### src/rtl/xc_malu_wb_pkg.sv
// Shared state and selection encodings for the MALU writeback stage and the decode stage driving sel_*.
package xc_malu_wb_pkg;

  typedef enum logic [1:0] {
    XC_MALU_WB_IDLE  = 2'd0,
    XC_MALU_WB_BEAT0 = 2'd1,
    XC_MALU_WB_BEAT1 = 2'd2
  } wb_state_t;

  typedef enum logic [1:0] {
    XC_MALU_SEL_NONE = 2'd0,
    XC_MALU_SEL_LO   = 2'd1,
    XC_MALU_SEL_HI   = 2'd2,
    XC_MALU_SEL_WIDE = 2'd3
  } wb_sel_t;

  // Wide wins over hi, hi wins over lo.
  function automatic wb_sel_t sel_encode(input logic lo, input logic hi, input logic wide);
    if (wide)    return XC_MALU_SEL_WIDE;
    else if (hi) return XC_MALU_SEL_HI;
    else if (lo) return XC_MALU_SEL_LO;
    else         return XC_MALU_SEL_NONE;
  endfunction

endpackage

### src/rtl/xc_malu_wb.sv
// One-entry MALU writeback: captures the 64-bit result, writes 1 or 2 beats to the register file.
// First wb_valid 1 cycle after capture; beats hold until wb_ready, flush only on capture or kill.
module xc_malu_wb
  import xc_malu_wb_pkg::*;
#(
  parameter int RF_AW       = 5,
  parameter bit SUPPRESS_X0 = 1'b1
) (
  input  logic             clock,
  input  logic             resetn,
  input  logic             kill,
  input  logic             malu_valid,
  input  logic             malu_ready,
  input  logic [63:0]      malu_result,
  output logic             malu_flush,
  input  logic [RF_AW-1:0] rd,
  input  logic             sel_lo,
  input  logic             sel_hi,
  input  logic             sel_wide,
  output logic             wb_valid,
  output logic [RF_AW-1:0] wb_addr,
  output logic [31:0]      wb_data,
  input  logic             wb_ready,
  output logic             busy,
  output logic             done
);

  wb_state_t        state_q, state_d;
  wb_sel_t          sel_q, sel_in;
  logic [63:0]      res_q;
  logic [RF_AW-1:0] rd_q;

  logic             capture;
  logic             in_beat;
  logic             last_beat;
  logic             suppress;
  logic             retire;
  logic [RF_AW-1:0] beat_addr;
  logic [31:0]      beat_data;

  assign sel_in  = sel_encode(sel_lo, sel_hi, sel_wide);
  assign capture = (state_q == XC_MALU_WB_IDLE) && malu_valid && malu_ready && !kill;

  always_ff @(posedge clock or negedge resetn) begin
    if (!resetn) begin
      state_q <= XC_MALU_WB_IDLE;
      res_q   <= '0;
      rd_q    <= '0;
      sel_q   <= XC_MALU_SEL_NONE;
    end else begin
      state_q <= state_d;
      if (capture) begin
        res_q <= malu_result;
        rd_q  <= rd;
        sel_q <= sel_in;
      end
    end
  end

  always_comb begin
    in_beat   = 1'b0;
    last_beat = 1'b0;
    beat_addr = '0;
    beat_data = '0;
    case (state_q)
      XC_MALU_WB_BEAT0: begin
        in_beat   = 1'b1;
        last_beat = (sel_q != XC_MALU_SEL_WIDE);
        beat_addr = (sel_q == XC_MALU_SEL_WIDE) ? {rd_q[RF_AW-1:1], 1'b0} : rd_q;
        beat_data = (sel_q == XC_MALU_SEL_HI) ? res_q[63:32] : res_q[31:0];
      end
      XC_MALU_WB_BEAT1: begin
        in_beat   = 1'b1;
        last_beat = 1'b1;
        beat_addr = {rd_q[RF_AW-1:1], 1'b1};
        beat_data = res_q[63:32];
      end
      default: ;
    endcase
  end

  // A beat aimed at x0 retires on its own without touching the write port.
  assign suppress = SUPPRESS_X0 && in_beat && (beat_addr == '0);
  assign retire   = in_beat && !kill && (wb_ready || suppress);

  always_comb begin
    state_d = state_q;
    if (kill) begin
      state_d = XC_MALU_WB_IDLE;
    end else begin
      case (state_q)
        XC_MALU_WB_IDLE:
          if (capture && sel_in != XC_MALU_SEL_NONE) state_d = XC_MALU_WB_BEAT0;
        XC_MALU_WB_BEAT0:
          if (retire) state_d = last_beat ? XC_MALU_WB_IDLE : XC_MALU_WB_BEAT1;
        XC_MALU_WB_BEAT1:
          if (retire) state_d = XC_MALU_WB_IDLE;
        default: state_d = XC_MALU_WB_IDLE;
      endcase
    end
  end

  assign malu_flush = capture || kill;
  assign wb_valid   = in_beat && !kill && !suppress;
  assign wb_addr    = beat_addr;
  assign wb_data    = beat_data;
  assign busy       = (state_q != XC_MALU_WB_IDLE);
  assign done       = (capture && sel_in == XC_MALU_SEL_NONE) || (retire && last_beat);

endmodule

### config.mk
export PLATFORM = sky130hd
export DESIGN_NAME = xc_malu_wb
export DESIGN_NICKNAME = d
export VERILOG_FILES = /design/src/rtl/xc_malu_wb_pkg.sv /design/src/rtl/xc_malu_wb.sv
export SDC_FILE = /design/constraint.sdc
export NUM_CORES = 1
export LEC_CHECK = 0
export BUFFER_PORTS_ARGS = -buffer_cell sky130_fd_sc_hd__buf_2
export CAP_MARGIN = 40
export CELL_PAD_IN_SITES_DETAIL_PLACEMENT = 1
export CELL_PAD_IN_SITES_GLOBAL_PLACEMENT = 1
export CORE_MARGIN = 3
export CORE_UTILIZATION = 42
export CTS_CLUSTER_DIAMETER = 30
export CTS_CLUSTER_SIZE = 24
export DETAILED_ROUTE_END_ITERATION = 12
export PLACE_DENSITY_LB_ADDON = 0.1
export SLEW_MARGIN = 20
export SYNTH_ARGS = -nofsm -noshare
export SYNTH_HDL_FRONTEND = slang
export SYNTH_SLANG_ARGS = --single-unit
### constraint.sdc
create_clock -name clock -period 4.15 [get_ports clock]
set_input_delay 0 -clock clock [delete_from_list [all_inputs] [get_ports clock]]
set_output_delay 0 -clock clock [all_outputs]
set_load 0.02 [all_outputs]
; Yosys cells after proc, flatten, opt, wreduce, memory -nomap -nowiden
; Cells that the tools add are included.
[totals]
out_inout_bits = 41
reg_bits = 73
input_bits = 78
[classes]
n_reduce_logical = 22
n_mux = 15
n_eq_ne = 8
[op_table]
columns = operator, count
row1 = 32-bit case mux with 2 select lines, 1
row2 = 32-bit 2-to-1 mux, 1
row3 = 2-bit 2-to-1 mux, 7
row4 = 1-bit logical AND, 10
row5 = 5-bit case mux with 2 select lines, 1
row6 = "2-bit equality test, second input constant", 3
row7 = "3-bit inequality test, second input constant", 2
row8 = 2-bit case mux with 3 select lines, 1
row9 = 5-bit zero test, 1
row10 = 2-bit zero test, 2
row11 = 2-bit nonzero test, 2
row12 = 1-bit logical OR, 3
row13 = 1-bit 2-to-1 mux, 3
row14 = "3-bit by 2-bit inequality test with 1-bit output, second input constant", 1
row15 = 3-bit AND reduction, 1
row16 = "2-bit by 1-bit equality test with 1-bit output, second input constant", 1
row17 = 1-bit zero test, 2
row18 = "2-bit inequality test, second input constant", 1
row19 = 1-bit case mux with 2 select lines, 1
row20 = 2-bit OR reduction, 1

; Logic depth before layout (Yosys ltp)
[logic_depth]
ltp_word = 10
depth_mapped = 8
depth_no_buf = 6

; Worst setup path after synthesis
; No wires, ideal clock.
[synth_timing]
path_type = register -> output
start = register state_q[0]
end = output done
t_arrival_ps = 2056
path_slack_ps = 2094
stages_incl_launch_ff = 8
required_time_ps = 4150
path_buffers = 2
cell_sequence = dfrtp_1 inv_1 ha_1 nand3_1 nand2b_1 clkbuf_1 buf_2 o41ai_1
[synth_between]
elab_chain_len = 8
word_cells_on_any_way = 18
[synth_lines]
columns = element, line
row1 = from (decl), xc_malu_wb.sv:28  ; wb_state_t state_q, state_d;
row2 = from (signal assigned), xc_malu_wb.sv:51  ; state_q <= state_d;
row3 = 2-bit equality test / 2-bit by 1-bit equality test with 1-bit output (equally long branches), xc_malu_wb.sv:65  ; case (state_q)
row4 = 5-bit case mux with 2 select lines / 2-bit OR reduction (equally long branches), n/a
row5 = 5-bit zero test / 1-bit 2-to-1 mux (equally long branches), "xc_malu_wb.sv:83, xc_malu_wb.sv:65"
row6 = 1-bit logical AND, xc_malu_wb.sv:83  ; assign suppress = SUPPRESS_X0 && in_beat && (beat_addr == '0);
row7 = 1-bit logical OR, xc_malu_wb.sv:84  ; assign retire = in_beat && !kill && (wb_ready || suppress);
row8 = 1-bit logical AND, xc_malu_wb.sv:84
row9 = 1-bit logical AND, xc_malu_wb.sv:108  ; assign done = (capture && sel_in == XC_MALU_SEL_NONE) || (retire && last_beat);
row10 = 1-bit logical OR (*), xc_malu_wb.sv:108
row11 = to (decl), xc_malu_wb.sv:25  ; output logic done
; Every way passes the cells marked *; elsewhere a longest branch is shown, timed or not.

; Final worst setup path
[layout_timing]
start = register state_q[1]
end = output wb_data[10]
[layout_between]
elab_chain_len = 2
word_cells_on_any_way = 3
[layout_lines]
columns = element, line
row1 = 2-bit equality test / 2-bit by 1-bit equality test with 1-bit output (equally long branches), xc_malu_wb.sv:65
row2 = 32-bit case mux with 2 select lines (*), xc_malu_wb.sv:65
row3 = to (decl), xc_malu_wb.sv:22  ; output logic [31:0] wb_data,
; Marks and branches as above.

==> metrics <==
status=finished, final reports clean; Root Buffer=clkbuf_8; largest net degree at the start of global routing=between 40 and 50; Max Fclk=0.4040 GHz; Int Power=approximately 2.0 mW; total track usage=roughly 22%; GRT overflow=0; first-pass GRT wire length=around 17000 um; share of cells above drive strength 1=between 40% and 50%; Worst Path Required=~4.2 ns; top post-synthesis cells by area=dfrtp_1 (53%), mux2_2 (22%), a22oi_1 (6.9%); peak supply drop=roughly 0.33 mV; final-report setup violation count=0; post-synth top area share=roughly 53%; commonest cells in the netlist=dfrtp_1 (73), mux2_2 (69), nor2b_1 (36); Crit path max-delay family=compound AO/OA/AOI/OAI gates; Unique masters post-synth=31; Row Count=32; Leak Pwr=around 2.4 nW; Synthesized Nets=356; Tmin final=~2.5 ns; combinational share of power=between 30% and 40%; initial antenna violation count=1; via count=a little under 3k; Routed Wire Length=a little over 10000 um; Synth Area in Adders=1.807%; Final WS setup=approximately 1.7 ns; fraction of registers with async set/reset=100.0%; DRT iter0 DRCs=47; number of post-CTS setup repair buffers=0; Worst Path Buf+Inv=2; chip height=just under 100 um; vias in the first global route=3282; Crit path largest cell delay=around 0.7 ns; CTS Sinks=73; CP Cell Sequence=inv_1 > ha_1 > a31o_2 > a22oi_1 > nor2b_1 > buf_2; Cells after Synth=roughly 270; Synth Warn #=0; main combinational cell family by area after synthesis=multiplexers; TritonCTS clock tree=done; Pre-antenna DRT Iters=4; part of the power in registers=a little over two fifths; Final Cycle Share=between 50% and 60%; antenna-violating nets left=0; Hold/Removal Path Class=input port to flip-flop; pre-CTS setup slack=~2.1 ns; count leader, synth=dfrtp_1; Synth Register Bits=73; Clock Tree Buf Depth=2; initial core utilization=~44%; CP Max Fanout=32; Worst-Margin Slew=between 0.7 and 0.8 ns; Post-DP HPWL=5952 um; compound-gate portion of the synthesized area=around a tenth; CP max-delay cell=a31o_2; Seq/Total Area, Yosys=a little over half; Setup Crit Path Kind=flip-flop to output port; PD cells=571.0 nW/um2; switching pwr=approximately 980 uW; Mapped Avg Cell Area=roughly 13 um2; Worst EP arrival=roughly 2.5 ns; # port buffers=about 120; residual DRC count=0; Clock Latency Late Sink=between 0.3 and 0.4 ns; cell area after synthesis=~3500 um2; clock buffer count from CTS=9; Reg clk slew, reported paths=roughly 0.07 ns; gpl congestion=about 0.81; io pins=about 120; sw frac=between 30% and 40%; mux cell area share after synthesis=a little under a quarter; R2R setup slack=roughly 2.1 ns; Max Cap Violations=0; core area=slightly below 8000 um2; EDFF count, synth=0; die area=~9400 um2; post-synthesis simple-gate area fraction=a little under a tenth; dominant synthesized flop cell=dfrtp_1; Post-Layout Cell Count=about 570; max-slew violation count=0; DR vias/cell=5.107; final net count=543; crit end category=output port; die width=between 90 and 100 um; htree depth=3; Slew headroom=48.08%; Setup crit start kind=flip-flop; clk_skew=around 0.0082 ns; Synth-to-Final Area Change=48.17%; Placed Cells=about 480; drt wl/cell=18.12 um; clock power share=19.7%; setup TNS=0 ns; Final Hold Fails=0; post-synthesis xor/xnor area fraction=0%; RSZ-0062 raised after global routing=no; cell taking the most area after synthesis=dfrtp_1
[power by group through the flow]
| stage | clock network [mW] | logic (mW) | registers [mW] |
|---|---|---|---|
| after floorplan | 0 | 0.746 | 1.21 |
| after global placement | 0 | 0.962 | 1.25 |
| after detailed placement | 0 | 1.02 | 1.28 |
| after CTS | 0.582 | 1.07 | 1.26 |
| after global routing | 0.625 | 1.18 | 1.32 |
| final | 0.576 | 1.07 | 1.28 |
[tightest hold or removal path: stages]
cell and delay, ns:
buf_2 0.09, inv_1 0.12, nand2_1 0.09, mux2i_1 0.06
[routing by layer]
| layer | global-route usage [%] | up-vias | share of wire [%] | wire length (um) |
|---|---|---|---|---|
| li1 | - | 1367 | - | - |
| met1 | 26.41 | 1431 | 40 | 4155 |
| met2 | 40.39 | 84 | 53 | 5470 |
| met3 | 3.893 | 19 | 4.2 | 428 |
| met4 | 9.179 | 0 | 2.3 | 240 |
| met5 | 0 | - | 0 | 0 |
[path summary, 6_finish.rpt]
check	from	endpoint	cells after the start
max	state_q[1]$_DFFE_PN0P_	wb_data[10]	6
min	kill	state_q[0]$_DFFE_PN0P_	4
max reg2reg	state_q[0]$_DFFE_PN0P_	res_q[9]$_DFFE_PN0P_	6
min reg2reg	res_q[43]$_DFFE_PN0P_	res_q[43]$_DFFE_PN0P_	1
max in group asynchronous	resetn	sel_q[1]$_DFFE_PN0P_	3
min in group asynchronous	resetn	res_q[23]$_DFFE_PN0P_	2
[repair_timing]
item,4_1_cts,5_1_grt
gates resized for setup,0,0
endpoints found under the hold margin,106,0
hold buffers,72,0
[through the flow]
step	power (mW)	utilization [%]	hold WS (ns)	area (um2)
global route	3.129	65.37	0.09226	5130
finish	2.929	65.37	0.06468	5130
floorplan	1.958	-	-0.2956	3462
detailed placement	2.293	53.54	-0.008558	4202
CTS	2.915	65.34	0.05820	5127
global placement	2.214	52.68	0.2047	4134
[area by class of cell]
cell class / count / area (um2)
Inverter: 5 / 18.77
Clock buffer: 11 / 151.4
Antenna cell: 1 / 2.502
Clock inverter: 5 / 53.80
Fill cell: 837 / 2718
Multi-Input combinational cell: 177 / 1560
Timing Repair Buffer: 194 / 1389
Tap cell: 102 / 127.6
Sequential cell: 73 / 1827
[placed cells by master, fill, tap and decap left out, types with 2 or more instances in the layout]
cell	n
and3_1	3
a21oi_1	3
nand2_1	6
ha_1	5
mux2_2	69
nor2_1	2
buf_2	117
buf_4	2
inv_1	5
buf_12	2
clkbuf_8	11
o21ai_0	2
clkinv_2	3
dfrtp_1	73
a22oi_1	32
mux2i_1	2
nor2b_1	36
dlygate4sd3_1	72
[registers in the layout, indices dropped and copies added, names as in the netlist]
register  count
res_q        64
state_q       2
sel_q         2
rd_q          5
[cells by family (layout without fill, tap and decap cells)]
family | count (synthesis) | count (layout)
compound gates | 47 | 47
fa+ha+maj | 5 | 5
buf+inv | 23 | 215
flops | 73 | 73
mux | 71 | 71
other cells | 0 | 1
simple gates | 54 | 54
Power figures use the tool's default switching activity.
